File: src/rtl/div_unit.sv
// div_unit: multi-cycle restoring divider for MIPS DIV/DIVU; result_o = {remainder (HI), quotient (LO)}.
// Optional macro DIV_ZERO_FAST_EN: a zero divisor bypasses the iteration through a one-cycle DIV_ZERO state.
module div_unit (
    input  logic        clk,
    input  logic        rst,
    input  logic        start_i,
    input  logic        signed_i,
    input  logic        annul_i,
    input  logic [31:0] opdata1_i,
    input  logic [31:0] opdata2_i,
    output logic [63:0] result_o,
    output logic        ready_o,
    output logic        stall_o
);
    localparam int unsigned DW = 32;
    localparam int unsigned CW = 5;
    localparam logic [CW-1:0] LAST_STEP = CW'(DW - 1);

`ifdef DIV_ZERO_FAST_EN
    typedef enum logic [1:0] {IDLE, DIV_ZERO, ON, END} state_t;
`else
    typedef enum logic [1:0] {IDLE, ON, END} state_t;
`endif

    state_t          state, state_d;
    logic [DW-1:0]   dvd, dvd_d;
    logic [DW-1:0]   dsr, dsr_d;
    logic [DW-1:0]   rem, rem_d;
    logic [DW-1:0]   quo, quo_d;
    logic [CW-1:0]   cnt, cnt_d;
    logic            neg_rem, neg_rem_d;
    logic            neg_quo, neg_quo_d;
    logic [2*DW-1:0] result_d;
    logic            ready_d;

    logic [DW:0]     trial;
    logic [DW-1:0]   rem_step;
    logic [DW-1:0]   quo_step;
    logic            op1_neg;
    logic            op2_neg;

    function automatic logic [DW-1:0] negate(input logic [DW-1:0] v);
        return (~v) + DW'(1);
    endfunction

    assign op1_neg = signed_i & opdata1_i[DW-1];
    assign op2_neg = signed_i & opdata2_i[DW-1];
    assign stall_o = start_i & ~ready_o & ~annul_i;

    // Restoring step: a borrow out of the 33-bit trial means the divisor did not fit.
    always_comb begin
        trial    = {rem, dvd[DW-1]} - {1'b0, dsr};
        rem_step = trial[DW] ? {rem[DW-2:0], dvd[DW-1]} : trial[DW-1:0];
        quo_step = {quo[DW-2:0], ~trial[DW]};
    end

    // Next-state and datapath control.
    always_comb begin
        state_d   = state;
        dvd_d     = dvd;
        dsr_d     = dsr;
        rem_d     = rem;
        quo_d     = quo;
        cnt_d     = cnt;
        neg_rem_d = neg_rem;
        neg_quo_d = neg_quo;
        result_d  = result_o;
        ready_d   = 1'b0;

        if (annul_i) begin
            state_d = IDLE;
            cnt_d   = '0;
        end else begin
            case (state)
                IDLE: begin
                    if (start_i) begin
                        dvd_d     = op1_neg ? negate(opdata1_i) : opdata1_i;
                        dsr_d     = op2_neg ? negate(opdata2_i) : opdata2_i;
                        neg_rem_d = op1_neg;
                        neg_quo_d = op1_neg ^ op2_neg;
                        rem_d     = '0;
                        quo_d     = '0;
                        cnt_d     = '0;
`ifdef DIV_ZERO_FAST_EN
                        state_d   = (opdata2_i == '0) ? DIV_ZERO : ON;
`else
                        state_d   = ON;
`endif
                    end
                end
`ifdef DIV_ZERO_FAST_EN
                DIV_ZERO: begin
                    result_d = '0;
                    ready_d  = 1'b1;
                    state_d  = END;
                end
`endif
                ON: begin
                    dvd_d = {dvd[DW-2:0], 1'b0};
                    rem_d = rem_step;
                    quo_d = quo_step;
                    cnt_d = cnt + CW'(1);
                    if (cnt == LAST_STEP) begin
                        state_d  = END;
                        ready_d  = 1'b1;
                        result_d = {neg_rem ? negate(rem_step) : rem_step,
                                    neg_quo ? negate(quo_step) : quo_step};
                    end
                end
                END: begin
                    if (start_i) begin
                        ready_d = 1'b1;
                    end else begin
                        state_d = IDLE;
                    end
                end
                default: begin
                    state_d = IDLE;
                end
            endcase
        end
    end

    // State and datapath registers.
    always_ff @(posedge clk) begin
        if (rst) begin
            state    <= IDLE;
            dvd      <= '0;
            dsr      <= '0;
            rem      <= '0;
            quo      <= '0;
            cnt      <= '0;
            neg_rem  <= 1'b0;
            neg_quo  <= 1'b0;
            result_o <= '0;
            ready_o  <= 1'b0;
        end else begin
            state    <= state_d;
            dvd      <= dvd_d;
            dsr      <= dsr_d;
            rem      <= rem_d;
            quo      <= quo_d;
            cnt      <= cnt_d;
            neg_rem  <= neg_rem_d;
            neg_quo  <= neg_quo_d;
            result_o <= result_d;
            ready_o  <= ready_d;
        end
    end

endmodule

File: config.mk
export PLATFORM = sky130hd
export DESIGN_NAME = div_unit
export DESIGN_NICKNAME = d
export VERILOG_FILES = /design/src/rtl/div_unit.sv
export SDC_FILE = /design/constraint.sdc
export NUM_CORES = 1
export LEC_CHECK = 0
export ABC_AREA = 0
export CAP_MARGIN = 15
export CELL_PAD_IN_SITES_DETAIL_PLACEMENT = 1
export CELL_PAD_IN_SITES_GLOBAL_PLACEMENT = 1
export CORE_ASPECT_RATIO = 1.4
export CORE_MARGIN = 10
export CORE_UTILIZATION = 48
export DETAILED_ROUTE_END_ITERATION = 8
export DONT_BUFFER_PORTS = 1
export GPL_ROUTABILITY_DRIVEN = 1
export HOLD_SLACK_MARGIN = 0.03
export PLACE_DENSITY = 0.92
export SYNTH_ARGS = -nofsm -noshare
export SYNTH_HDL_FRONTEND = slang
export SYNTH_SLANG_ARGS = --single-unit
File: constraint.sdc
create_clock -name clk -period 8.13 [get_ports clk]
set_input_delay 0.813 -clock clk [delete_from_list [all_inputs] [get_ports clk]]
set_output_delay 0.813 -clock clk [all_outputs]
set_load 0.05 [all_outputs]
# Word-level counts from Yosys, hierarchy flattened

Index checks and enable logic that the tools add are counted.

Bits in read-only memories: 0
Bits in latches: 0
Flip-flop bits (word level): 201
Bits in writable memories: 0
Output and inout port bits: 66
Memories: 0
Input port bits: 69

Equality and inequality tests: 6
Reduce and logical (&&, ||, !) cells: 8
$add $sub $neg: 6
Multipliers: 0
Shift operators: 0
$lt $le $gt $ge: 0
Mux-type cells: 19
Divide/modulo/power cells: 0
Bitwise gates (word level): 12

Operators with widths:

| cell                                                | count |
|---|---|
| two-way mux 32 bit                                  | 7 |
| adder 32 x 1 -> 32 bit, second input constant       | 4 |
| NOT 32 bit                                          | 4 |
| case mux 32 bit (2 select lines)                    | 2 |
| case mux 31 bit (2 select lines)                    | 1 |
| subtractor 33 x 32 -> 33 bit                        | 1 |
| AND reduction 3 bit                                 | 4 |
| case mux 5 bit (2 select lines)                     | 1 |
| two-way mux 2 bit                                   | 3 |
| != test 2 bit, second input constant                | 3 |
| case mux 2 bit (3 select lines)                     | 1 |
| adder 5 x 1 -> 5 bit, second input constant         | 1 |
| equality test 5 bit, second input constant          | 1 |
| two-way mux 5 bit                                   | 1 |
| AND 1 bit                                           | 4 |
| NOT 1 bit                                           | 3 |
| equality test 2 x 1 -> 1 bit, second input constant | 1 |
| equality test 2 bit, second input constant          | 1 |
| zero test 2 bit                                     | 1 |
| two-way mux 1 bit                                   | 2 |
| case mux 1 bit (2 select lines)                     | 1 |
| AND reduction 2 bit                                 | 1 |
| nonzero test 2 bit                                  | 1 |
| OR reduction 2 bit                                  | 1 |
| bitwise XOR 1 bit                                   | 1 |

# Depth between registers and ports, before layout

Word-level depth: 5
Gate-level depth with buffers: 29
Depth with buffers taken out: 25

# Worst setup path before layout

Ideal clock, no wire load.

Path kind: flip-flop to flip-flop
Start point: register dvd[31]
End point: register result_o[60]
Data arrival time: 5,848 ps
Setup time: 133 ps
Setup slack: 2,150 ps
Cell stages (with the launch flop): 28
Cell sequence: dfxtp_1 -> inv_1 -> ha_1 -> inv_1 -> fa_1 -> a211oi_1 -> o21ai_2 -> a211o_1 -> and3_4 -> nor3_2 -> nor2_2 -> clkinv_1 -> buf_2 -> clkbuf_1 -> buf_1 -> o21ai_0 -> inv_1 -> ha_1 -> inv_1 -> or2_2 -> a2111oi_2 -> nand4b_1 -> nor3_1 -> o221ai_2 -> or4_4 -> o41ai_2 -> xor2_1 -> a21oi_1

Word-level cells in the longest chain between the ends: 5

RTL lines:

| what                         | line | RTL |
|---|---|---|
| from (decl)                  | 26   | `logic [DW-1:0] dvd, dvd_d;` |
| from (signal assigned)       | 139  | `dvd <= dvd_d;` |
| subtractor 33 x 32 -> 33 bit | 52   | `trial = {rem, dvd[DW-1]} - {1'b0, dsr};` |
| two-way mux 32 bit (*)       | 53   | `rem_step = trial[DW] ? {rem[DW-2:0], dvd[DW-1]} : trial[DW-1:0];` |
| NOT 32 bit                   | 43   | `return (~v) + DW'(1);` |
| adder 32 x 1 -> 32 bit       | 43   |  |
| two-way mux 32 bit (*)       | 106  | `result_d = {neg_rem ? negate(rem_step) : rem_step,` |
| to (signal assigned)         | 146  | `result_o <= result_d;` |
| to (decl)                    | 11   | `output logic [63:0] result_o,` |

Mark *: on every way between the ends. The rest lies on a longest branch, timed or not.
A chain may end at the register's enable or synchronous reset.

# Worst setup path in the final report

Ends and elaborated chain as after synthesis.

==> impl_metrics.ini <==
[routing]
num_vias = 12650
post_drt_via_cell_ratio = 6.372
drtAntennaViolNets = 0
firstDrtPassIters = 5
drc = 0
routed_wl_mm = 44.75
first_iter_violations = 817
wl_per_cell_um = 22.54

[placed_design]
port_buffers = 0
pre_cts_ws_ns = 1.502
placed_cell_area_um2 = 12940
gp_congestion = 0.9282
place_hpwl_mm = 32.62
placedCellCount = 1948

[sta]
whs_ns = 0.3895
clock.fmax_mhz = 147.4
maxSlewViolCount = 0
worst_pin_slew_ns = 1.155
setup_viol = 0
finClkSkew_ns = 0.01205
layout_setup_ws_ns = 1.347
grt_setup_unrepaired = no
max_slew_margin_pct = 22.92
hold_viol_final = 0
finalCritPeriodShare_pct = 83.43
setup_tns_ns = 0
finalCriticalPeriod_ns = 6.783

[synth]
synthCells = 1728
synth.largest_area_cell = dfxtp_1
netlist_area_um2 = 12880
synthMuxAreaShare_pct = 2.448
synth_simple_gate_area_share_pct = 22.23
synth_top_family_by_area = compound AO/OA/AOI/OAI gates
synthArstFlopShare_pct = 0
synthAdderAreaFrac_pct = 4.138
yosys-top-cells-area = dfxtp_1, nand2_1, nor2_1
ys_warn_count = 0
synth_seq_cells = 201
synthXorXnorAreaFrac_pct = 8.635
synth_compound_area_share_pct = 25.96
synth.top_cell.area_share_pct = 31.24
avgSynthCellArea_um2 = 7.454
synthesis.nets = 1839
synth_cell_types = 81
synth_top_flop_cell = dfxtp_1
synth-edff-count = 0
ys_seq_area_share_pct = 31.24

[setup_path]
r2r_slack_ns = 1.35
cp_data_required_time_ns = 8.50
crit_fanout = 44
start_kind = flop
critPathArrivalTime_ns = 7.15
endpoint_kind = flop
criticalPathCategory = flop to flop

[layout]
final_common_cell = nand2_1
drive_gt1_share_pct = 5.117
final_cells = 1985
areaGrowthSynthToFinish_pct = 6.120
antenna-diode-count = 0
post-route-util_pct = 52.02
mostFrequentLayoutCells = nand2_1, nor2_1, dfxtp_1, a21oi_1, o21ai_0
fin_area_um2 = 13670
layout.nets = 1759

[power_and_ir_drop]
p_per_area_nw_per_um2 = 178.3
irDropWorstVdd_mv = 0.1458
power.total_mw = 2.437
p_leak_nw = 5.052

[clock_network]
clockBufferDepth = 3
cts_tree = yes
htreeDepth = 1
cts.sinks = 201
cts_hold_buf = 0
root_buffer = clkbuf_16
cts_buffers = 22
clk_pin_slew_ns = 0.07
clk_latency_ns = 0.52
post_cts_buffers = 0
cts_resized = 0

[global_route]
grt_pass1_wl_mm = 71.24
met2_usage_pct = 46.08
busiest_layer = met2
grt_max_degree = 184
antenna_found_initial = 0
first_global_vias = 13020
grt_use_total_pct = 25.85
met3_usage_pct = 4.893
use_met1_pct = 28.05
overflow = 0

[floorplan]
core_area_um2 = 26280
die_h_um = 213.8
die-area_um2 = 33880
boundaryPins = 135
rows = 70
start_util_pct = 49.02
die_width_um = 158.5

[run]
drv_cap = 0

[hold_path]
hold_class = input port to flop

[status]
status = finished clean
==> final timing paths <==
path | end | depth (start not counted) | start
worst min register to register | dvd[11]$_SDFFE_PP0P_ | 2 | dvd[11]$_SDFFE_PP0P_
worst max register to register | result_o[60]$_SDFFE_PP0P_ | 25 | dvd[31]$_SDFFE_PP0P_
worst min-delay path | dsr[27]$_SDFFE_PP0P_ | 1 | rst
worst max-delay path | result_o[60]$_SDFFE_PP0P_ | 25 | dvd[31]$_SDFFE_PP0P_
==> cell usage after synthesis (all sizes together), types with 18 or more instances <==
cell	n
a22oi	58
nor3	30
or3	22
o21ai	116
clkbuf	101
a21oi	143
ha	41
nand3	23
inv	61
dfxtp	201
xor2	74
mux2i	18
xnor2	53
a211oi	58
o31ai	18
nand2	236
nor2	218
==> area by class of cell <==
cell class	instances	area, um2
multi-input cells	1350	8198
fillers	3288	12610
inverters	62	232.7
clock buffers	26	575.6
repair buffers	11	82.58
clock inverters	11	151.4
well taps	324	405.4
flip-flops and latches	201	4024
==> cells by family (layout without fill, tap and decap cells) <==
kind of cell | count (synthesis) | count (layout)
flip-flops | 201 | 201
AND/OR/NAND/NOR | 638 | 638
adder cells (fa/ha/maj) | 42 | 42
XOR/XNOR | 127 | 127
multiplexers | 30 | 30
AO/OA/AOI/OAI | 513 | 513
buffers and inverters | 177 | 110
==> critical path, stage by stage (launching register included) <==
cell	delay, ns
dfxtp_1	0.33
inv_1	0.06
ha_1	0.15
inv_1	0.05
fa_1	0.40
a211oi_1	0.38
o21ai_2	0.15
a211o_1	0.29
and3_4	0.17
nor3_2	0.68
nor2_4	0.27
clkinv_1	0.13
buf_4	0.43
o21ai_0	0.24
inv_1	0.10
ha_1	0.17
inv_1	0.07
or2_2	0.30
a2111oi_2	0.39
nand4b_1	0.18
nor3_1	0.26
o221ai_2	0.19
or4_4	0.56
o41ai_2	0.38
xor2_1	0.19
a21oi_1	0.09
==> routing by layer <==
metal | up-vias | routed length [um]
met1 | 6193 | 16660
met2 | 361 | 23110
met3 | 118 | 2487
met4 | 0 | 2496
li1 | 5977 | -
met5 | - | 0
==> where the power goes <==
| group | internal (mW) | switching, mW |
|---|---|---|
| Sequential | 1.01 | 0.0141 |
| Clock | 0.602 | 0.435 |
| Combinational | 0.127 | 0.251 |
| Total | 1.74 | 0.699 |
==> state kept, by name, indices dropped and copies added (netlist names) <==
name and flops:
state 2, cnt 5, result_o 64, quo 31, ready_o 1, neg_quo 1, dvd 32, dsr 32
neg_rem 1, rem 32
Note: power is estimated with default switching activity, not from simulation.
